==> config.mk <==
export PLATFORM = sky130hd
export DESIGN_NAME = uart_tx_arbiter
export DESIGN_NICKNAME = d
export VERILOG_FILES = /design/src/rtl/uart_tx_arbiter.sv
export SDC_FILE = /design/constraint.sdc
export NUM_CORES = 1
export LEC_CHECK = 0
export ABC_AREA = 1
export CORE_UTILIZATION = 45
export CTS_BUF_LIST = sky130_fd_sc_hd__clkbuf_4
export CTS_CLUSTER_DIAMETER = 120
export DETAILED_ROUTE_END_ITERATION = 7
export PLACE_DENSITY = 0.75
export SLEW_MARGIN = 0
export SYNTH_ARGS = -nofsm -noshare
export SYNTH_HDL_FRONTEND = slang
export SYNTH_SLANG_ARGS = --single-unit
==> constraint.sdc <==
create_clock -name clk_i -period 4.7 [get_ports clk_i]
set_clock_uncertainty 0.15 [all_clocks]
set_input_delay 0.94 -clock clk_i [delete_from_list [all_inputs] [get_ports clk_i]]
set_output_delay 0.94 -clock clk_i [all_outputs]
set_load 0.05 [all_outputs]
==> src/rtl/uart_tx_arbiter.sv <==
// Round-robin arbiter sharing one UART transmitter between NUM_REQ byte producers.
// A grant holds off further grants until the frame's done ticks arrive or the watchdog fires.
module uart_tx_arbiter #(
   parameter int NUM_REQ        = 4,
   parameter int DBIT_WIDTH     = 8,
   parameter int DONE_PULSES    = 2,
   parameter int TIMEOUT_CYCLES = 65536
) (
   input  logic                          clk_i,
   input  logic                          rst_i,
   input  logic [NUM_REQ-1:0]            req_valid_i,
   input  logic [NUM_REQ*DBIT_WIDTH-1:0] req_data_i,
   output logic [NUM_REQ-1:0]            req_ready_o,
   output logic                          tx_start_o,
   output logic [DBIT_WIDTH-1:0]         tx_data_o,
   input  logic                          tx_done_tick_i,
   output logic                          busy_o,
   output logic [$clog2(NUM_REQ)-1:0]    gnt_id_o,
   output logic                          frame_done_o,
   output logic                          err_timeout_o
);
   localparam int IDW = $clog2(NUM_REQ);
   localparam int DCW = $clog2(DONE_PULSES + 1);
   localparam int WDW = $clog2(TIMEOUT_CYCLES);
   localparam logic [IDW-1:0] ID_LAST   = IDW'(NUM_REQ - 1);
   localparam logic [DCW-1:0] DONE_LAST = DCW'(DONE_PULSES - 1);
   localparam logic [WDW-1:0] WD_LAST   = WDW'(TIMEOUT_CYCLES - 1);

   typedef enum logic [1:0] {S_IDLE, S_START, S_WAIT} state_t;

   state_t                state_q, state_d;
   logic [IDW-1:0]        ptr_q, ptr_d;
   logic [NUM_REQ-1:0]    req_ready_q, req_ready_d;
   logic                  tx_start_q, tx_start_d;
   logic [DBIT_WIDTH-1:0] tx_data_q, tx_data_d;
   logic                  busy_q, busy_d;
   logic [IDW-1:0]        gnt_id_q, gnt_id_d;
   logic                  frame_done_q, frame_done_d;
   logic                  err_timeout_q, err_timeout_d;
   logic [DCW-1:0]        done_cnt_q, done_cnt_d;
   logic [WDW-1:0]        wd_cnt_q, wd_cnt_d;

   logic [DBIT_WIDTH-1:0] req_bytes [NUM_REQ];
   logic [IDW-1:0]        cand_idx  [NUM_REQ];
   logic                  sel_found;
   logic [IDW-1:0]        sel_idx;

   // cand_idx[k] is the requester k places above the round-robin pointer
   genvar gi;
   generate
      for (gi = 0; gi < NUM_REQ; gi++) begin : g_req
         assign req_bytes[gi] = req_data_i[gi*DBIT_WIDTH +: DBIT_WIDTH];
         assign cand_idx[gi]  = IDW'((int'(ptr_q) + gi) % NUM_REQ);
      end
   endgenerate

   always_comb begin
      sel_found = 1'b0;
      sel_idx   = '0;
      for (int k = 0; k < NUM_REQ; k++) begin
         if (!sel_found && req_valid_i[cand_idx[k]]) begin
            sel_found = 1'b1;
            sel_idx   = cand_idx[k];
         end
      end
   end

   always_comb begin
      state_d       = state_q;
      ptr_d         = ptr_q;
      req_ready_d   = '0;
      tx_start_d    = 1'b0;
      tx_data_d     = tx_data_q;
      gnt_id_d      = gnt_id_q;
      frame_done_d  = 1'b0;
      err_timeout_d = 1'b0;
      done_cnt_d    = done_cnt_q;
      wd_cnt_d      = wd_cnt_q;
      case (state_q)
         S_IDLE: begin
            if (sel_found) begin
               state_d              = S_START;
               tx_start_d           = 1'b1;
               tx_data_d            = req_bytes[sel_idx];
               req_ready_d[sel_idx] = 1'b1;
               gnt_id_d             = sel_idx;
               ptr_d                = (sel_idx == ID_LAST) ? '0 : sel_idx + 1'b1;
            end
         end
         S_START: begin
            state_d    = S_WAIT;
            done_cnt_d = '0;
            wd_cnt_d   = '0;
         end
         S_WAIT: begin
            if (tx_done_tick_i) begin
               done_cnt_d = done_cnt_q + 1'b1;
            end
            // completion is checked first so a final tick on the last watchdog cycle wins
            if (tx_done_tick_i && done_cnt_q == DONE_LAST) begin
               state_d      = S_IDLE;
               frame_done_d = 1'b1;
            end else if (wd_cnt_q == WD_LAST) begin
               state_d       = S_IDLE;
               err_timeout_d = 1'b1;
            end else begin
               wd_cnt_d = wd_cnt_q + 1'b1;
            end
         end
         default: state_d = S_IDLE;
      endcase
      busy_d = (state_d != S_IDLE);
   end

   always_ff @(posedge clk_i) begin
      if (rst_i) begin
         state_q       <= S_IDLE;
         ptr_q         <= '0;
         req_ready_q   <= '0;
         tx_start_q    <= 1'b0;
         tx_data_q     <= '0;
         busy_q        <= 1'b0;
         gnt_id_q      <= '0;
         frame_done_q  <= 1'b0;
         err_timeout_q <= 1'b0;
         done_cnt_q    <= '0;
         wd_cnt_q      <= '0;
      end else begin
         state_q       <= state_d;
         ptr_q         <= ptr_d;
         req_ready_q   <= req_ready_d;
         tx_start_q    <= tx_start_d;
         tx_data_q     <= tx_data_d;
         busy_q        <= busy_d;
         gnt_id_q      <= gnt_id_d;
         frame_done_q  <= frame_done_d;
         err_timeout_q <= err_timeout_d;
         done_cnt_q    <= done_cnt_d;
         wd_cnt_q      <= wd_cnt_d;
      end
   end

   assign req_ready_o   = req_ready_q;
   assign tx_start_o    = tx_start_q;
   assign tx_data_o     = tx_data_q;
   assign busy_o        = busy_q;
   assign gnt_id_o      = gnt_id_q;
   assign frame_done_o  = frame_done_q;
   assign err_timeout_o = err_timeout_q;
endmodule

==> metrics.md, run 1 <==
| Metric | Value |
|---|---|
| R2r startpoint | `ptr_q[0]` |
| Synth Register Bits | `40` |
| Setup Crit Path Kind | `input pin to flop` |
| IO buf count | `56` |
| Most common cell after layout, fill and taps aside | `nand2_1` |
| # fillers | `around 540` |
| DRT antenna net count | `0` |
| DIE AREA | `slightly above 0.006 mm2` |
| Count of final hold-check violations | `0` |
| Clk buf depth | `2` |
| Setup violators final | `0` |
| Cell row count | `27` |
| Post-Route WL | `around 6000 um` |
| Area Overhead vs Synth | `24.41%` |
| Crit path max fanout | `12` |
| Setup TNS | `0 ns` |
| Post-cts gate resize count | `0` |
| Multi-input logic area | `approximately 0.0015 mm2` |
| I/O pin count | `57` |
| CTS tree | `built` |
| Fin. max-slew vios | `0` |
| Die Ht | `between 70 and 80 um` |
| DP HPWL | `4450 um` |
| Clock slew at reported path FFs | `between 0.1 and 0.15 ns` |
| RePlAce Congestion | `~0.90` |
| Clk_lat worst skew | `roughly 0.35 ns` |
| Worst path top cell family by delay | `buffers and inverters` |
| Grt total ovfl | `0` |
| Clock sinks | `40` |
| Synthesized net count | `~460` |
| TritonCTS Buffers | `5` |
| Nets | `between 500 and 600` |
| Crit path cell chain | `clkdlybuf4s50_1, inv_1, nand2_1, nand3_2, nand2_2, nor2_4, nand2_1, nand3_1, nand2_1, clkinv_1, ha_1, o21ai_0, a21oi_1` |
| Seq/Total Area, Yosys | `0.3010` |
| Worst-Margin Slew | `~0.56 ns` |
| Yosys cell types | `33` |
| Setup WS pre-CTS | `1.045 ns` |
| Pin count of the biggest net entering global routing | `25` |
| Worst Hold Class | `flop to flop` |
| Crit-path slowest cell | `clkdlybuf4s50_1` |
| Fmax | `302.6 MHz` |
| Mean Syn Cell Area | `about 6.5 um2` |
| Post-route minimum period | `roughly 3.3 ns` |
| Htree depth | `2` |
| Starting Density | `0.4743` |
| Cell Pwr Density | `roughly 600 mW/mm2` |
| Lkg Pwr | `roughly 0.0015 uW` |
| Vias | `~2.6k` |
| # hold bufs at CTS | `0` |
| Final setup margin | `1.395 ns` |
| Critical path buffers and inverters | `3` |
| DR pass1 iterations | `4` |
| Root buffer cell | `clkbuf_4` |
| Status | `complete, no violations` |
| DRT iter0 DRCs | `roughly 110` |
| Rel. slew slack | `0.6235` |
| Startpoint Class | `input pin` |
| Syn Std Cell Area | `0.002660 mm2` |
| Inserted Diodes | `0` |
| Register Area | `800.8 um2` |
| Core area | `0.005608 mm2` |
| Critical path endpoint category | `flop` |
| Die Width | `between 70 and 80 um` |
| Gr usage total | `0.2062` |
| Start point of the critical path | `req_valid_i[0]` |
| Routed WL per cell | `11.23 um` |
| Global-route wire length before repair | `10340 um` |
| Post-CTS Setup Inserts | `0` |
| Worst path arrival time | `3.41 ns` |
| DRC Markers | `0` |
| Cell count after synthesis | `roughly 410` |
| Min-delay src | `wd_cnt_q[8]` |
| Via density | `a little under 5` |
| Final period util | `0.7032` |
| Max-cap check violation count | `0` |
| WP data required | `4.81 ns` |
| Ys Warns | `0` |
| Most common cell on crit path | `nand2_1` |
| CP peak stage delay | `between 0.4 and 0.5 ns` |
| Layout cells sized above 1 | `0.1000` |
| Max IR drop VDD | `between 0.3 and 0.4 mV` |
| Unrepaired setup endpoints after global routing | `no` |
| Initial antenna violation count | `0` |
| Vias in the first global route | `between 2k and 2.5k` |
| Most frequent cells in the layout | `nand2_1 (100), inv_1 (59), clkdlybuf4s50_1 (56), nand3_1 (47), nor2_1 (44)` |
[cell usage after synthesis]
library cell	n	area [um2]
clkbuf_1	3	11.26
nor2_2	1	6.260
xnor2_1	2	17.52
inv_1	59	221.5
nand3_2	10	100.1
nand3_1	47	235.2
ha_1	10	125.1
nand2_2	9	56.30
a211oi_2	1	12.51
o21ai_1	2	10.01
nor2_1	44	165.2
nand4_1	5	31.28
clkinv_1	2	7.510
buf_6	2	22.52
dfxtp_1	40	800.8
nand3_4	1	17.52
nand2_4	9	101.4
inv_2	4	15.01
o22ai_1	1	6.260
nor3_1	11	55.05
nand3b_1	1	7.510
buf_2	4	20.02
nand2_1	100	375.4
buf_12	1	20.02
a211oi_1	1	7.510
and2_1	1	6.260
o21ai_0	9	45.04
or2_2	1	6.260
xor2_1	3	26.28
buf_4	2	15.01
a21oi_1	19	95.09
nor4_1	1	6.260
nor2_4	1	11.26
[final cells by class]
class	count	share of cell area
clock buffers	5	0.01134
multi-input cells	290	0.4612
clock inverters	3	0.01285
inverters	65	0.07372
well taps	72	0.02722
repair buffers	57	0.1716
flip-flops and latches	40	0.2420
[state kept, by name (all words and copies together), names as in the netlist]
name and count:
busy_o 1, frame_done_o 1, req_ready_o 4, ptr_q 2, wd_cnt_q 16, tx_data_o 8, state_q 2, done_cnt_q 2
err_timeout_o 1, tx_start_o 1, gnt_id_o 2
[power by group]
part / switching [uW] / internal, uW / total [uW] / leakage [uW]
sequential: 54.9 / 411 / 466 / 0.000327
clock: 118 / 111 / 229 / 0.0000412
combinational: 886 / 421 / 1310 / 0.00116
total: 1060 / 943 / 2000 / 0.00153
[final timing paths]
check / slack, ns / cells past startpoint / endpoint
max: 1.39 / 13 / ptr_q[1]
min: 0.32 / 2 / wd_cnt_q[8]
max reg2reg: 1.62 / 12 / ptr_q[1]
min reg2reg: 0.32 / 2 / wd_cnt_q[8]
[worst register-to-register path, stage by stage (launching register included)]
cell	delay (ns)
dfxtp_1	0.61
inv_2	0.20
nand2_1	0.15
nand2_4	0.09
nand2_4	0.07
nand2_2	0.05
nor2_4	0.12
nand4_1	0.09
nand2_1	0.44
clkinv_1	0.42
ha_1	0.38
o21ai_0	0.17
a21oi_1	0.06
[routing by layer]
metal  up-vias  part of all wire  wire [um]  track usage
met5         -                 0          0            0
met4         0             0.010         62      0.04909
met3         4             0.054        323      0.04598
met2        62              0.45       2705       0.3530
met1      1169              0.48       2884       0.2624
li1       1381                 -          -            -
[cell families after synthesis]
kind of cell             synth area share
buffers and inverters              0.1251
adder cells (fa/ha/maj)           0.04704
AND/OR/NAND/NOR                    0.4440
AO/OA/AOI/OAI                     0.06632
XOR/XNOR                          0.01647
flip-flops                         0.3010
[stage by stage]
stage          std cells  utilization  total power [uW]  instance area [um2]  hold WS [ns]
2_1_floorplan        407            -              1538                 2660        0.2821
3_3_place_gp         524       0.5759              1753                 3229        0.2963
3_5_place_dp         524       0.5759              1776                 3229        0.3098
4_1_cts              532       0.5901              2011                 3309        0.3280
5_1_grt              532       0.5901              2187                 3309        0.3498
6_report             532       0.5901              2003                 3309        0.3222
Note: power is estimated with default switching activity, not from simulation.
==> inputs of run 2 (changes only) <==
==> constraint.sdc (replaced) <==
create_clock -name clk_i -period 3.3 [get_ports clk_i]
set_clock_uncertainty 0.15 [all_clocks]
set_input_delay 0.66 -clock clk_i [delete_from_list [all_inputs] [get_ports clk_i]]
set_output_delay 0.66 -clock clk_i [all_outputs]
set_load 0.05 [all_outputs]
==> run 2 against run 1 <==
Against the previous run: final cell count increased by 1.1%; via count increased by 2.9%; sequential share of layout area decreased by 0.15 points; design area increased by 0.64%; critical path depth decreased by 1; die area unchanged; hold slack improved by 0.00065 ns; combinational power increased by 50%; flip-flop and latch count unchanged; non-clock buffer count increased by 6; worst setup slack got worse by 0.66 ns; critical endpoint unchanged.
==> metrics.md, run 2 (same netlist as run 1, synthesis figures left out) <==
| Metric | Value |
|---|---|
| DR pass1 iterations | `4` |
| CP Depth | `12` |
| Cell row count | `27` |
| RePlAce Congestion | `between 0.8 and 0.9` |
| Sequential Power Share | `0.228` |
| DRT iter0 DRCs | `157` |
| Worst path top cell family by delay | `simple AND/OR/NAND/NOR gates` |
| Crit-path slowest cell | `dfxtp_1` |
| Setup Crit Path Kind | `flop to flop` |
| Number of flip-flops in the largest register | `16` |
| Pin count of the biggest net entering global routing | `24` |
| Final period util | `0.7774` |
| IO buf count | `56` |
| Starting Density | `0.4743` |
| Post-route minimum period | `roughly 2.6 ns` |
| Most frequent cells in the layout | `nand2_1 (100), inv_1 (59), clkdlybuf4s50_1 (56), nand3_1 (47), nor2_1 (44)` |
| Initial antenna violation count | `0` |
| Final setup margin | `about 0.73 ns` |
| Critical path buffers and inverters | `2` |
| Clk buf depth | `2` |
| Global-route wire length before repair | `between 10000 and 15000 um` |
| Root buffer cell | `clkbuf_4` |
| Post-Route WL | `6187 um` |
| Setup TNS | `0 ns` |
| Clock sinks | `40` |
| CP peak stage delay | `about 0.62 ns` |
| Hold WS | `between 0.3 and 0.4 ns` |
| Vias | `2693` |
| Switch share | `0.5298` |
| Clk_lat worst skew | `0.35 ns` |
| Most common cell on crit path | `nand2_4` |
| DRC Markers | `0` |
| Comb pwr share | `0.683` |
| DIE AREA | `0.006223 mm2` |
| Gr usage total | `0.2198` |
| Most common cell after layout, fill and taps aside | `nand2_1` |
| Lkg Pwr | `~0.0015 uW` |
| Area Overhead vs Synth | `25.21%` |
| Fmax | `389.8 MHz` |
| Htree depth | `2` |
| Setup violators final | `0` |
| DRT antenna net count | `0` |
| Setup WS pre-CTS | `around 0.42 ns` |
| Count of final hold-check violations | `0` |
| TritonCTS Buffers | `5` |
| DP HPWL | `between 4000 and 5000 um` |
| Top reg by flops | `wd_cnt_q` |
| Layout cells sized above 1 | `0.1094` |
| Clock slew at reported path FFs | `0.13 ns` |
| Cell Pwr Density | `864.4 mW/mm2` |
| Rel. slew slack | `0.6361` |
| Grt total ovfl | `0` |
| Nets | `514` |
| Worst-Margin Slew | `~0.54 ns` |
| Critical path endpoint category | `flop` |
| Status | `complete, no violations` |
| Cells on worst reg2reg path | `12` |
| Core area | `around 0.0056 mm2` |
| Vias in the first global route | `between 2k and 3k` |
| Crit path max fanout | `11` |
| Crit path cell chain | `inv_2, nand2_1, nand2_4, nand2_4, nand2_2, nor2_4, nand3_2, nand3_4, inv_1, ha_1, o21ai_0, a21oi_1` |
| Die Ht | `a little under 80 um` |
| I/O pin count | `between 50 and 60` |
| Fin. max-slew vios | `0` |
| Startpoint Class | `flop` |
| Worst path arrival time | `roughly 2.7 ns` |
| Inserted Diodes | `0` |
| Clk pwr share | `0.089` |
| Post-cts gate resize count | `0` |
| CTS tree | `built` |
| Net Sw Power | `1525 uW` |
| # hold bufs at CTS | `0` |
| Post-CTS Setup Inserts | `0` |
| Via density | `about 5.0` |
| Int Pwr | `between 1000 and 1500 uW` |
| Unrepaired setup endpoints after global routing | `no` |
| Max IR drop VDD | `around 0.54 mV` |
| Routed WL per cell | `~12 um` |
| Worst Hold Class | `flop to flop` |
| Die Width | `between 70 and 80 um` |
| Hold-critical path depth | `2` |
| Max-cap check violation count | `0` |
| WP data required | `3.40 ns` |
run 2: stage by stage:
| stage | total power, uW | cell area, um2 | cells | utilization |
|---|---|---|---|---|
| after floorplan | 2190 | 2660 | 407 | - |
| after global placement | 2591 | 3274 | 530 | 0.5839 |
| after detailed placement | 2639 | 3274 | 530 | 0.5839 |
| after CTS | 2899 | 3331 | 538 | 0.5939 |
| after global routing | 3151 | 3331 | 538 | 0.5939 |
| final | 2879 | 3331 | 538 | 0.5939 |
run 2: power groups by stage:
stage / combinational, uW / clock (uW) / sequential (uW)
final: 1970 / 256 / 658
after global routing: 2200 / 281 / 669
after CTS: 1980 / 264 / 659
after detailed placement: 1970 / 0 / 670
after global placement: 1920 / 0 / 668
after floorplan: 1280 / 0 / 909
run 2: path summary, 6_finish.rpt:
path,startpoint,endpoint,slack (ns)
setup reg to reg,ptr_q[0],ptr_q[1],0.73
hold reg to reg,wd_cnt_q[8],wd_cnt_q[8],0.32
hold / removal,wd_cnt_q[8],wd_cnt_q[8],0.32
setup / recovery,ptr_q[0],ptr_q[1],0.73
run 2: routing by layer:
layer | routed length (um) | GRT usage | up-vias
met5 | 0 | 0 | -
met4 | 72 | 0.06182 | 0
met3 | 398 | 0.04023 | 7
met2 | 2802 | 0.3774 | 80
met1 | 2914 | 0.2808 | 1210
li1 | - | - | 1396
run 2: area by class of cell:
class | instances | area (um2)
Tap cell | 72 | 90.09
Fill cell | 573 | 2277
Sequential cell | 40 | 800.8
Clock buffer | 7 | 52.55
Multi-Input combinational cell | 290 | 1526
Inverter | 65 | 244.0
Timing Repair Buffer | 63 | 613.1
Clock inverter | 1 | 3.754
run 2: worst reg2reg max path, delay by kind of cell (launching register included):
kind                       cells  cell delay [ns]
DFF                            1             0.62
and+or+nand+nor                7             0.89
buffers and inverters          2             0.30
AOI/OAI and AO/OA              2             0.21
adders and majority gates      1             0.29
==> inputs of run 3 (changes only) <==
==> constraint.sdc (replaced) <==
create_clock -name clk_i -period 2.6 [get_ports clk_i]
set_clock_uncertainty 0.15 [all_clocks]
set_input_delay 0.52 -clock clk_i [delete_from_list [all_inputs] [get_ports clk_i]]
set_output_delay 0.52 -clock clk_i [all_outputs]
set_load 0.05 [all_outputs]
==> run 3 against run 2 <==
Against the previous run: final cell count rose by 0.74%; first-iteration DRC count is 15% lower; worst setup slack worse by 0.37 ns; highest routed layer unchanged; critical path depth up 1; largest cell class unchanged.
==> metrics.md, run 3 (same netlist as run 1, synthesis figures left out) <==
| Metric | Value |
|---|---|
| Status | `complete, no violations` |
| Via density | `slightly below 5` |
| Setup TNS | `0 ns` |
| Global-route wire length before repair | `approximately 10000 um` |
| Inserted Diodes | `0` |
| Top reg by flops | `wd_cnt_q` |
| Final period util | `0.8606` |
| Core area | `between 0.005 and 0.006 mm2` |
| Vias in the first global route | `2503` |
| I/O pin count | `between 50 and 60` |
| WL met2 | `2792 um` |
| DRT antenna net count | `0` |
| Layout cells sized above 1 | `0.1170` |
| Die Ht | `roughly 79 um` |
| Hold-critical path depth | `1` |
| Pwr Total | `between 3000 and 4000 uW` |
| # hold bufs at CTS | `0` |
| RePlAce Congestion | `just over 0.9` |
| WP data required | `2.69 ns` |
| Critical path endpoint category | `flop` |
| Placed Area | `roughly 0.0033 mm2` |
| DP HPWL | `~4700 um` |
| Met3 Routed Length | `393 um` |
| CTS tree | `built` |
| Root buffer cell | `clkbuf_4` |
| Design area | `0.003368 mm2` |
| Fin. max-slew vios | `0` |
| Post-cts gate resize count | `0` |
| Gr usage total | `0.2114` |
| Cell Pwr Density | `1105 mW/mm2` |
| Cell row count | `27` |
| Max-cap check violation count | `0` |
| Cells on worst reg2reg path | `12` |
| Most common cell after layout, fill and taps aside | `nand2_1` |
| Max IR drop VDD | `0.7317 mV` |
| Pin count of the biggest net entering global routing | `24` |
| Rel. slew slack | `0.6166` |
| Worst path arrival time | `approximately 2.3 ns` |
| Max layer used | `met4` |
| TritonCTS Buffers | `5` |
| Register-to-Register Setup Slack | `~0.45 ns` |
| Startpoint Class | `input pin` |
| DR pass1 iterations | `5` |
| WHS Endpoint | `done_cnt_q[0]` |
| Clk buf depth | `2` |
| Initial antenna violation count | `0` |
| Worst-Margin Slew | `approximately 0.58 ns` |
| IO buf count | `56` |
| # fillers | `between 500 and 600` |
| Inst Count DP | `around 530` |
| Area Overhead vs Synth | `26.62%` |
| RR Endpoint | `ptr_q[1]` |
| Fmax | `446.9 MHz` |
| R2r startpoint | `ptr_q[1]` |
| DIE AREA | `0.006223 mm2` |
| Die Width | `about 79 um` |
| Grt total ovfl | `0` |
| M1 WL | `between 2000 and 3000 um` |
| Setup violators final | `0` |
| Vias | `roughly 2.7k` |
| Crit path max fanout | `3` |
| DRC Markers | `0` |
| Post-Route WL | `6093 um` |
| Min-delay src | `done_cnt_q[0]` |
| Routed WL per cell | `11.24 um` |
| Post-CTS Setup Inserts | `0` |
| Worst Hold Class | `flop to flop` |
| Clock slew at reported path FFs | `0.11 ns` |
| Unrepaired setup endpoints after global routing | `no` |
| Clock sinks | `40` |
| Count of final hold-check violations | `0` |
| Lkg Pwr | `between 0.0015 and 0.002 uW` |
| Post-route minimum period | `between 2 and 2.5 ns` |
| Nets | `between 500 and 600` |
| Setup Crit Path Kind | `input pin to flop` |
| Clk_lat worst skew | `between 0.3 and 0.4 ns` |
| DRT iter0 DRCs | `approximately 130` |
| Number of flip-flops in the largest register | `16` |
| Post-Layout Cell Count | `approximately 540` |
| Most frequent cells in the layout | `nand2_1 (100), inv_1 (59), clkdlybuf4s50_1 (56), nand3_1 (47), nor2_1 (44)` |
| Htree depth | `2` |
| Hold WS | `roughly 0.32 ns` |
| Starting Density | `0.4743` |
run 3: changes by cell type in the layout (fill, tap and decap cells not counted):
cell	delta
buf_4	+3
buf_12	+1
clkinv_2	+2
clkbuf_4	-2
run 3: layout make-up:
class / count / area (um2) / area share
Clock buffer: 5 / 37.54 / 0.01114
Tap cell: 72 / 90.09 / 0.02675
Multi-Input combinational cell: 290 / 1526 / 0.4532
Clock inverter: 3 / 13.76 / 0.004086
Sequential cell: 40 / 800.8 / 0.2377
Inverter: 65 / 244.0 / 0.07244
Timing Repair Buffer: 67 / 655.6 / 0.1947
run 3: how the worst max path moves through the flow:
stage                   startpoint       end  slack (ns)  depth (start not counted)
global route        req_valid_i[2]  ptr_q[1]        0.21                         13
finish              req_valid_i[2]  ptr_q[1]        0.36                         13
CTS                 req_valid_i[2]  ptr_q[1]        0.37                         13
floorplan           req_valid_i[3]  ptr_q[1]        0.37                         13
detailed placement  req_valid_i[2]  ptr_q[1]       -0.02                         13
global placement    req_valid_i[2]  ptr_q[1]        0.13                         12
run 3: layer usage:
layer	global-route usage	vias up
li1	-	1402
met1	0.2665	1213
met2	0.3722	72
met3	0.03908	7
met4	0.04909	0
met5	0	-
run 3: critical path: stages:
cell,delay [ns]
clkdlybuf4s50_1,0.48
inv_1,0.06
nand2_1,0.10
nand3_1,0.11
nand2_1,0.12
nand2_1,0.10
nand2_1,0.08
nand2_1,0.09
nand3_4,0.09
inv_1,0.06
ha_1,0.29
o21ai_0,0.18
a21oi_1,0.06
run 3: power breakdown:
part | total [uW] | switching (uW) | internal (uW) | leakage [uW]
Sequential | 820 | 76.9 | 743 | 0.000327
Combinational | 2600 | 1670 | 938 | 0.00121
Clock | 297 | 198 | 99.4 | 0.0000324
Total | 3720 | 1940 | 1780 | 0.00157
run 3: per-stage QoR:
step	setup slack [ns]	util
finish	0.3623	0.6006
global route	0.2083	0.6006
CTS	0.3717	0.6006
detailed placement	-0.01793	0.5915
global placement	0.1350	0.5915
floorplan	0.3734	-
